File: src/rtl/clkmgr_pkg.sv
// Shared definitions for the clock domain manager.
//   - clk_state_t   : reset-sequencing FSM states
//   - cnt_width()   : width of a counter that must hold 0..n-1
//   - div_reset_value(): divider value every channel starts from after reset
package clkmgr_pkg;

    typedef enum logic [1:0] {
        WAIT_LOCK = 2'd0,
        STABILISE = 2'd1,
        HOLD_RST  = 2'd2,
        RUN       = 2'd3
    } clk_state_t;

    // Width of a counter that runs 0..n-1 (never narrower than one bit).
    function automatic int cnt_width(input int n);
        return (n <= 1) ? 1 : $clog2(n);
    endfunction

    // Every divider (active and shadow) comes out of reset at DEFAULT_DIV.
    function automatic int div_reset_value(input int default_div);
        return default_div;
    endfunction

endpackage

File: src/rtl/clock_domain_manager_ce_divider.sv
// One clock-enable channel.
//   clock, reset : system clock, synchronous active-high reset
//   run          : 1 when the manager will be in RUN during the next cycle
//   we, div      : divider write strobe and value for this channel
//   ce           : registered clock-enable strobe
// In RUN, writes land in the shadow register and become active at the next
// period wrap; outside RUN they take effect immediately. cnt_reg holds the
// position of the current cycle inside the period, so the pulse for a
// period is already on the output when a write arrives in its last cycle.
module ce_divider
    import clkmgr_pkg::*;
#(
    parameter int DIV_W       = 16,
    parameter int DEFAULT_DIV = 17
) (
    input  logic             clock,
    input  logic             reset,
    input  logic             run,
    input  logic             we,
    input  logic [DIV_W-1:0] div,
    output logic             ce
);

    localparam logic [DIV_W-1:0] RESET_DIV = DIV_W'(div_reset_value(DEFAULT_DIV));
    localparam logic [DIV_W-1:0] ONE       = DIV_W'(1);

    logic [DIV_W-1:0] active_reg, active_next;
    logic [DIV_W-1:0] shadow_reg, shadow_next;
    logic [DIV_W-1:0] cnt_reg, cnt_next;
    logic             running_reg;
    logic             ce_reg, ce_next;
    logic             wrap;

    always_comb begin
        // d<=1 wraps every cycle; otherwise the last cycle of the period wraps.
        wrap        = (active_reg <= ONE) || (cnt_reg == active_reg - ONE);
        shadow_next = we ? div : shadow_reg;
        active_next = active_reg;
        cnt_next    = '0;

        if (!running_reg) begin
            if (we) begin
                active_next = div;
            end
        end else if (wrap) begin
            // shadow_next so a write in the wrap cycle itself is taken.
            active_next = shadow_next;
        end

        // Entering RUN starts a fresh period at position 0.
        if (run && running_reg && !wrap) begin
            cnt_next = cnt_reg + ONE;
        end

        ce_next = run && ((active_next <= ONE) || (cnt_next == active_next - ONE));
    end

    always_ff @(posedge clock) begin
        if (reset) begin
            active_reg  <= RESET_DIV;
            shadow_reg  <= RESET_DIV;
            cnt_reg     <= '0;
            running_reg <= 1'b0;
            ce_reg      <= 1'b0;
        end else begin
            active_reg  <= active_next;
            shadow_reg  <= shadow_next;
            cnt_reg     <= cnt_next;
            running_reg <= run;
            ce_reg      <= ce_next;
        end
    end

    assign ce = ce_reg;

endmodule

File: src/rtl/clock_domain_manager.sv
// PLL lock sequencer and clock-enable generator.
//   clock, reset     : PLL output clock, synchronous active-high reset
//   pll_locked       : raw lock flag (asynchronous, synchronised here)
//   cfg_we/ch/div    : divider write port, out-of-range channels ignored
//   lost_clear       : clears lock_lost and lock_loss_count
//   sys_reset, ready : downstream reset (released only in RUN) and RUN flag
//   ce               : per-channel clock-enable strobes (0 outside RUN)
//   lock_lost        : sticky, set when lock drops during RUN
//   lock_loss_count  : saturating count of lock drops during RUN
module clock_domain_manager
    import clkmgr_pkg::*;
#(
    parameter int NUM_CH             = 2,
    parameter int DIV_W              = 16,
    parameter int DEFAULT_DIV        = 17,
    parameter int LOCK_STABLE_CYCLES = 1024,
    parameter int RST_HOLD_CYCLES    = 16,
    parameter int CNT_W              = 8,
    localparam int CH_W              = (NUM_CH > 1) ? $clog2(NUM_CH) : 1
) (
    input  logic              clock,
    input  logic              reset,
    input  logic              pll_locked,
    input  logic              cfg_we,
    input  logic [CH_W-1:0]   cfg_ch,
    input  logic [DIV_W-1:0]  cfg_div,
    input  logic              lost_clear,
    output logic              sys_reset,
    output logic              ready,
    output logic [NUM_CH-1:0] ce,
    output logic              lock_lost,
    output logic [CNT_W-1:0]  lock_loss_count
);

    localparam int STABLE_W = cnt_width(LOCK_STABLE_CYCLES);
    localparam int HOLD_W   = cnt_width(RST_HOLD_CYCLES);
    localparam logic [STABLE_W-1:0] STABLE_LAST = STABLE_W'(LOCK_STABLE_CYCLES - 1);
    localparam logic [HOLD_W-1:0]   HOLD_LAST   = HOLD_W'(RST_HOLD_CYCLES - 1);

    logic                sync1_reg, lock_s;
    clk_state_t          state_reg, state_next;
    logic [STABLE_W-1:0] stable_cnt_reg, stable_cnt_next;
    logic [HOLD_W-1:0]   hold_cnt_reg, hold_cnt_next;
    logic                sys_reset_reg, sys_reset_next;
    logic                ready_reg, ready_next;
    logic                lock_lost_reg;
    logic [CNT_W-1:0]    loss_cnt_reg;
    logic                run_next, loss_event;

    // Two-flop synchroniser for the asynchronous lock flag.
    always_ff @(posedge clock) begin
        if (reset) begin
            sync1_reg <= 1'b0;
            lock_s    <= 1'b0;
        end else begin
            sync1_reg <= pll_locked;
            lock_s    <= sync1_reg;
        end
    end

    // State register.
    always_ff @(posedge clock) begin
        if (reset) begin
            state_reg      <= WAIT_LOCK;
            stable_cnt_reg <= '0;
            hold_cnt_reg   <= '0;
        end else begin
            state_reg      <= state_next;
            stable_cnt_reg <= stable_cnt_next;
            hold_cnt_reg   <= hold_cnt_next;
        end
    end

    // Next-state logic: any loss of lock falls straight back to WAIT_LOCK.
    always_comb begin
        state_next      = state_reg;
        stable_cnt_next = stable_cnt_reg;
        hold_cnt_next   = hold_cnt_reg;
        case (state_reg)
            WAIT_LOCK: begin
                if (lock_s) begin
                    state_next      = STABILISE;
                    stable_cnt_next = '0;
                end
            end
            STABILISE: begin
                if (!lock_s) begin
                    state_next = WAIT_LOCK;
                end else if (stable_cnt_reg == STABLE_LAST) begin
                    state_next    = HOLD_RST;
                    hold_cnt_next = '0;
                end else begin
                    stable_cnt_next = stable_cnt_reg + STABLE_W'(1);
                end
            end
            HOLD_RST: begin
                if (!lock_s) begin
                    state_next = WAIT_LOCK;
                end else if (hold_cnt_reg == HOLD_LAST) begin
                    state_next = RUN;
                end else begin
                    hold_cnt_next = hold_cnt_reg + HOLD_W'(1);
                end
            end
            RUN: begin
                if (!lock_s) begin
                    state_next = WAIT_LOCK;
                end
            end
            default: state_next = WAIT_LOCK;
        endcase
    end

    // Output logic: derived from the next state so the registered outputs
    // change on the same edge as the state.
    always_comb begin
        run_next       = (state_next == RUN);
        sys_reset_next = !run_next;
        ready_next     = run_next;
        loss_event     = (state_reg == RUN) && !lock_s;
    end

    always_ff @(posedge clock) begin
        if (reset) begin
            sys_reset_reg <= 1'b1;
            ready_reg     <= 1'b0;
            lock_lost_reg <= 1'b0;
            loss_cnt_reg  <= '0;
        end else begin
            sys_reset_reg <= sys_reset_next;
            ready_reg     <= ready_next;
            if (loss_event) begin
                lock_lost_reg <= 1'b1;
                // A clear coinciding with a loss leaves exactly that one loss.
                if (lost_clear) begin
                    loss_cnt_reg <= CNT_W'(1);
                end else if (loss_cnt_reg != {CNT_W{1'b1}}) begin
                    loss_cnt_reg <= loss_cnt_reg + CNT_W'(1);
                end
            end else if (lost_clear) begin
                lock_lost_reg <= 1'b0;
                loss_cnt_reg  <= '0;
            end
        end
    end

    generate
        for (genvar gi = 0; gi < NUM_CH; gi++) begin : g_ch
            logic ch_we;
            assign ch_we = cfg_we && (int'(cfg_ch) == gi);

            ce_divider #(
                .DIV_W      (DIV_W),
                .DEFAULT_DIV(DEFAULT_DIV)
            ) u_div (
                .clock(clock),
                .reset(reset),
                .run  (run_next),
                .we   (ch_we),
                .div  (cfg_div),
                .ce   (ce[gi])
            );
        end
    endgenerate

    assign sys_reset       = sys_reset_reg;
    assign ready           = ready_reg;
    assign lock_lost       = lock_lost_reg;
    assign lock_loss_count = loss_cnt_reg;

endmodule

File: config.mk
export PLATFORM = sky130hd
export DESIGN_NAME = clock_domain_manager
export DESIGN_NICKNAME = d
export VERILOG_FILES = /design/src/rtl/clkmgr_pkg.sv /design/src/rtl/clock_domain_manager_ce_divider.sv /design/src/rtl/clock_domain_manager.sv
export SDC_FILE = /design/constraint.sdc
export NUM_CORES = 1
export LEC_CHECK = 0
export ABC_CLOCK_PERIOD_IN_PS = 6400
export BUFFER_PORTS_ARGS = -buffer_cell sky130_fd_sc_hd__buf_2
export CORE_ASPECT_RATIO = 1.5
export CORE_UTILIZATION = 63
export DETAILED_ROUTE_END_ITERATION = 7
export GPL_ROUTABILITY_DRIVEN = 0
export PLACE_DENSITY = 0.87
export SYNTH_ARGS = -nofsm -noshare
export SYNTH_HDL_FRONTEND = slang
export SYNTH_SLANG_ARGS = --single-unit
File: constraint.sdc
create_clock -name clock -period 6.4 [get_ports clock]
set_input_delay 1.28 -clock clock [delete_from_list [all_inputs] [get_ports clock]]
set_output_delay 1.28 -clock clock [all_outputs]
set_load 0.01 [all_outputs]
==> results.cfg, run 1 <==
[placement]
hpwl_um = 16700
portBuffers = 34
dp_cells = 1241
place_ws_ns = 1.08

[timing]
fmax_mhz = 185
rsz0062_at_grt = no
min_period_ns = 5.41
max_slew.worst_pin.slew_ns = 0.974
setup_violations = 0
period_share_pct = 84.5
fin_ws_ns = 0.995
relSlewSlack_pct = 35.1
hold_violations = 0
fin_skew_ns = 0.00998
maxSlewViolCount = 0
setup-tns-final_ns = 0

[synthesis]
synth_commonest_cells = nor2_1 (162), dfxtp_1 (127), nand2_1 (125)
synth-seq-cells = 127
synth_fp_nets = 1137
syn_inst = 1102
synth_top_area_share_pct = 30.5
synthFlopType = dfxtp_1
yosysSeqAreaShare_pct = 30.5
synth_area_leader_cell = dfxtp_1
synth-edff-count = 0
yosys_warnings = 0
yosysUniqueCellTypes = 77
async_flop_share_pct = 0
yosysMostFrequentCell = nor2_1
synth_area_per_cell_sq_um = 7.57
synth_area_sq_um = 8340
synth.area.top_cells = dfxtp_1 (30%), nor2_1 (7.3%), xnor2_1 (6.1%)

[floorplan]
io-pin-count = 35
rows = 51
design.core.area_sq_um = 13000
die_w_um = 96.0
initial_core_util_pct = 64.4
die_h_um = 143
dieArea_sq_um = 13700

[grt]
grt_usage_pct = 35.8
grt_pass1_vias = 7969
overflow = 0
grt_max_degree = 67
grt_pass1_wl_um = 37600
antenna_found_initial = 3

[clocking]
clockBufferDepth = 2
numCtsBuffers = 17
postCtsSetupRepairBufs = 0
clkTransAtPathRegs_ns = 0.06
htree_levels = 4
root_buffer = clkbuf_16
post_cts_resized = 0
cts_hold_buf = 0
cts_tree = done
clk_latency_ns = 0.43
clock_sinks = 127

[worst_setup_path]
r2r_start = g_ch[0].u_div.active_reg[0]$_SDFF_PP1_
cp_max_fo = 19
worstPathCellList = or4_1 > or3_1 > a2111oi_0 > nand4_1 > nor4b_4 > or2_1 > o21ai_0 > o21ai_0 > ha_1 > nand2b_1 > o21ai_0 > a22oi_1 > mux2i_1 > nand4_1 > or4_1 > o21ai_1
reg2reg_depth = 16
crit_buf_inv = 0
endpoint_kind = register
reg2reg_to = g_ch[0].u_div.ce$_SDFF_PP0_
max_stage_delay_ns = 0.70
cp_num_cells = 16
path_class = register to register
critPathRequiredTime_ns = 6.76
r2r_slack_ns = 0.99
critPathSlowestCell = or4_1
critPathCapture = g_ch[0].u_div.ce$_SDFF_PP0_
startpoint = g_ch[0].u_div.active_reg[0]$_SDFF_PP1_
cp_common_cell = o21ai_0
critPathLaunchType = register
cp_top_family = simple AND/OR/NAND/NOR gates
cp.arrival_ns = 5.76

[pwr]
leakage_nw = 3.43
p_per_area_nw_per_um2 = 228
ir_drop_v = 0.000156

[worst_hold_path]
hold_class = register to register
hp-start = sync1_reg$_SDFF_PP0_

[route]
firstDrtPassIters = 5
via_per_inst = 6.49
wirelength_um = 23300
avgRoutedWirePerCell_um = 18.3
drc = 0
vias = 8262
drtIter0Drc = 560
antenna_left = 0

[job]
drv_cap = 0

[finish]
fillers = 1056
final_cell_count_no_fill = 1274
syn_to_final_growth_pct = 9.04
nets = 1136
drive_above_1_share_pct = 9.34

[run_status]
status = finished, final reports clean
## per-layer routing
metal	part of all wire (%)	vias to the layer above	GRT usage [%]	wire, um
met4	7.8	2	27.4	1830
li1	-	3894	-	-
met1	35	3850	36.9	8210
met2	51	357	62.1	11800
met5	0.060	-	0	14
met3	6.2	159	7.29	1450
## report_power, final
part | leakage (nW) | internal (W) | switching [W] | total (W)
registers | 1.03 | 0.000813 | 0.0000293 | 0.000842
logic | 2.12 | 0.000107 | 0.000172 | 0.000278
clock network | 0.276 | 0.000562 | 0.000393 | 0.000956
## metrics by stage
stage	utilization (%)	total power (W)	instance area [sq um]	hold WS, ns
detailed placement	65.7	0.00112	8510	0.429
CTS	70.2	0.00207	9100	0.444
global route	70.2	0.00214	9100	0.474
finish	70.2	0.00208	9100	0.438
floorplan	-	0.00106	8340	0.414
global placement	65.7	0.00112	8510	0.419
## area by class of cell
class,instances,area [sq um],share of cell area (%)
Timing Repair Buffer,42,230,2.53
Tap cell,159,199,2.19
Clock buffer,19,453,4.98
Antenna cell,1,2.50,0.0275
Multi-Input combinational cell,890,5450,59.9
Sequential cell,127,2540,27.9
Clock inverter,13,131,1.44
Inverter,23,86.3,0.949
## cells by family after synthesis
| logic type | share of synthesized area, % |
|---|---|
| AOI/OAI and AO/OA | 16.8 |
| xor gates and xnor gates | 11.9 |
| adders and majority gates | 1.95 |
| buffers and inverters | 4.17 |
| DFF | 30.5 |
| muxes | 2.32 |
| and+or+nand+nor | 32.4 |
## worst register-to-register path, stage by stage (launching register included)
cell and delay [ns]:
dfxtp_1 0.37, or4_1 0.70, or3_1 0.40, a2111oi_0 0.45
nand4_1 0.22, nor4b_4 0.49, or2_1 0.56, o21ai_0 0.19
o21ai_0 0.25, ha_1 0.34, nand2b_1 0.17, o21ai_0 0.17
a22oi_1 0.09, mux2i_1 0.15, nand4_1 0.13, or4_1 0.52
o21ai_1 0.14
## cells in the final DEF, fill, tap and decap left out, types with 15 or more instances in the layout
cell type	netlist	final
nor3_1	26	26
nand3_1	33	33
or3_1	17	17
o21ai_0	44	44
nand2b_1	16	16
clkbuf_16	0	17
nand4_1	17	17
inv_1	23	23
o22ai_1	15	15
dfxtp_1	127	127
nand2_1	125	125
xnor2_1	58	58
xor2_1	53	53
nor2_1	162	162
mux2i_1	16	16
and3_1	24	24
a211oi_1	16	16
a21oi_1	68	68
buf_2	5	34
## worst min-delay path by stage
stage                              to  slack, ns  cells after the start
floorplan           lock_s$_SDFF_PP0_       0.41                      1
finish              lock_s$_SDFF_PP0_       0.44                      1
CTS                 lock_s$_SDFF_PP0_       0.44                      1
global route        lock_s$_SDFF_PP0_       0.47                      1
global placement    lock_s$_SDFF_PP0_       0.42                      1
detailed placement  lock_s$_SDFF_PP0_       0.43                      1
(Power assumes the default switching activity.)
==> inputs of run 2 (changes only) <==
- ABC_CLOCK_PERIOD_IN_PS: 6400 -> 5310
- clock period: 6.4 -> 5.31 ns (I/O delays scaled with it)
==> run 2 against run 1 <==
Clock power increased by 27%. First-iteration DRC count increased by 0.54%. Wire length decreased by 0.57%. Largest cell class unchanged.
==> results.cfg, run 2 (synthesis gave the netlist of run 1 again) <==
[pwr]
ir_drop_v = 0.000261
p_per_area_nw_per_um2 = 278
power_w = 0.00257
leakage_nw = 3.52

[timing]
setup-tns-final_ns = 0
fmax_mhz = 203
rsz0062_at_grt = no
fin_skew_ns = 0.00776
max_slew.worst_pin.slew_ns = 0.834
min_period_ns = 4.94
maxSlewViolCount = 0
hold_violations = 0
setup_violations = 0
period_share_pct = 93.0
relSlewSlack_pct = 44.4
fin_ws_ns = 0.373
hold_ws_ns = 0.443

[worst_setup_path]
cp.arrival_ns = 5.26
path_class = register to register
r2r_slack_ns = 0.37
max_stage_delay_ns = 0.48
critPathRequiredTime_ns = 5.64
critPathSlowestCell = or3b_2
cp_max_fo = 9
endpoint_kind = register
worstPathCellList = inv_1 > ha_1 > or3b_2 > nor3_1 > o211ai_1 > a211oi_2 > nand3_2 > a22oi_1 > a2bb2o_1 > ha_1 > nand2b_1 > o21ai_0 > a22oi_1 > o21ai_0 > and3_1 > nand4_1 > nor4_1 > o221ai_1 > o31ai_1
critPathLaunchType = register

[worst_hold_path]
hold_class = register to register

[clocking]
postCtsSetupRepairBufs = 0
htree_levels = 4
cts_tree = done
clock_sinks = 127
clockBufferDepth = 2
clk_latency_ns = 0.42
numCtsBuffers = 17
clkTransAtPathRegs_ns = 0.06
root_buffer = clkbuf_16

[placement]
portBuffers = 34
placed_cell_area_sq_um = 8620
place_ws_ns = 0.290
hpwl_um = 16900

[floorplan]
design.core.area_sq_um = 13000
initial_core_util_pct = 64.4
die_w_um = 96.0
die_h_um = 143
dieArea_sq_um = 13700
rows = 51
io-pin-count = 35

[finish]
syn_to_final_growth_pct = 10.9
design_area_sq_um = 9250
drive_above_1_share_pct = 10.5
final_common_cell = nor2_1
nets = 1150
final_cell_mix = nor2_1 (162), dfxtp_1 (127), nand2_1 (124)

[route]
via_per_inst = 6.44
drtIter0Drc = 563
firstDrtPassIters = 7
vias = 8297
avgRoutedWirePerCell_um = 18.0
wirelength_um = 23200
drc = 0
antenna_left = 0

[run_status]
status = finished, final reports clean

[grt]
grt_pass1_vias = 7957
grt_max_degree = 45
grt_usage_pct = 35.1
antenna_found_initial = 2
grt_pass1_wl_um = 36900
overflow = 0

[job]
drv_cap = 0
==> run 2: area by class of cell <==
class | count | area, sq um
flip-flops and latches | 127 | 2540
fillers | 994 | 3700
clock buffers | 21 | 460
inverters | 23 | 86.3
repair buffers | 56 | 335
diodes | 2 | 5.00
clock inverters | 11 | 154
multi-input cells | 890 | 5470
well taps | 159 | 199
==> run 2: timing repair <==
action / CTS / global route
endpoints found under the setup margin: 0 / 1
resized for setup: 0 / 3
endpoints found under the hold margin: 0 / 0
hold buffers: 0 / 0
==> run 2: power breakdown <==
part	leakage, nW	internal (W)	switching, W
Clock	0.294	0.000768	0.000446
Combinational	2.20	0.000136	0.000211
Sequential	1.03	0.000980	0.0000314
==> run 2: final timing paths <==
kind	startpoint	endpoint	cells after the start
worst min-delay path	sync1_reg$_SDFF_PP0_	lock_s$_SDFF_PP0_	1
worst min register to register	sync1_reg$_SDFF_PP0_	lock_s$_SDFF_PP0_	1
worst max register to register	g_ch[1].u_div.active_reg[0]$_SDFF_PP1_	g_ch[1].u_div.ce$_SDFF_PP0_	19
worst max-delay path	g_ch[1].u_div.active_reg[0]$_SDFF_PP1_	g_ch[1].u_div.ce$_SDFF_PP0_	19
==> run 2: per-layer routing <==
layer,track usage [%],vias to the layer above,wire length [um]
met5,0,-,0
met4,27.3,0,1670
met3,6.44,135,1410
met2,62.3,369,11800
met1,35.1,3865,8350
li1,-,3928,-
==> run 2: critical path, delay by kind of cell, from the launching register on <==
family | cells | cell delay, ns
buffers and inverters | 1 | 0.08
flip-flops | 1 | 0.36
adder cells (fa/ha/maj) | 2 | 0.57
AO/OA/AOI/OAI | 9 | 2.00
AND/OR/NAND/NOR | 7 | 1.85
==> run 2: metrics by stage <==
stage	instances	utilization (%)
after floorplan	1102	-
after global placement	1255	66.5
after detailed placement	1255	66.5
after CTS	1287	71.3
after global routing	1289	71.4
final	1289	71.4
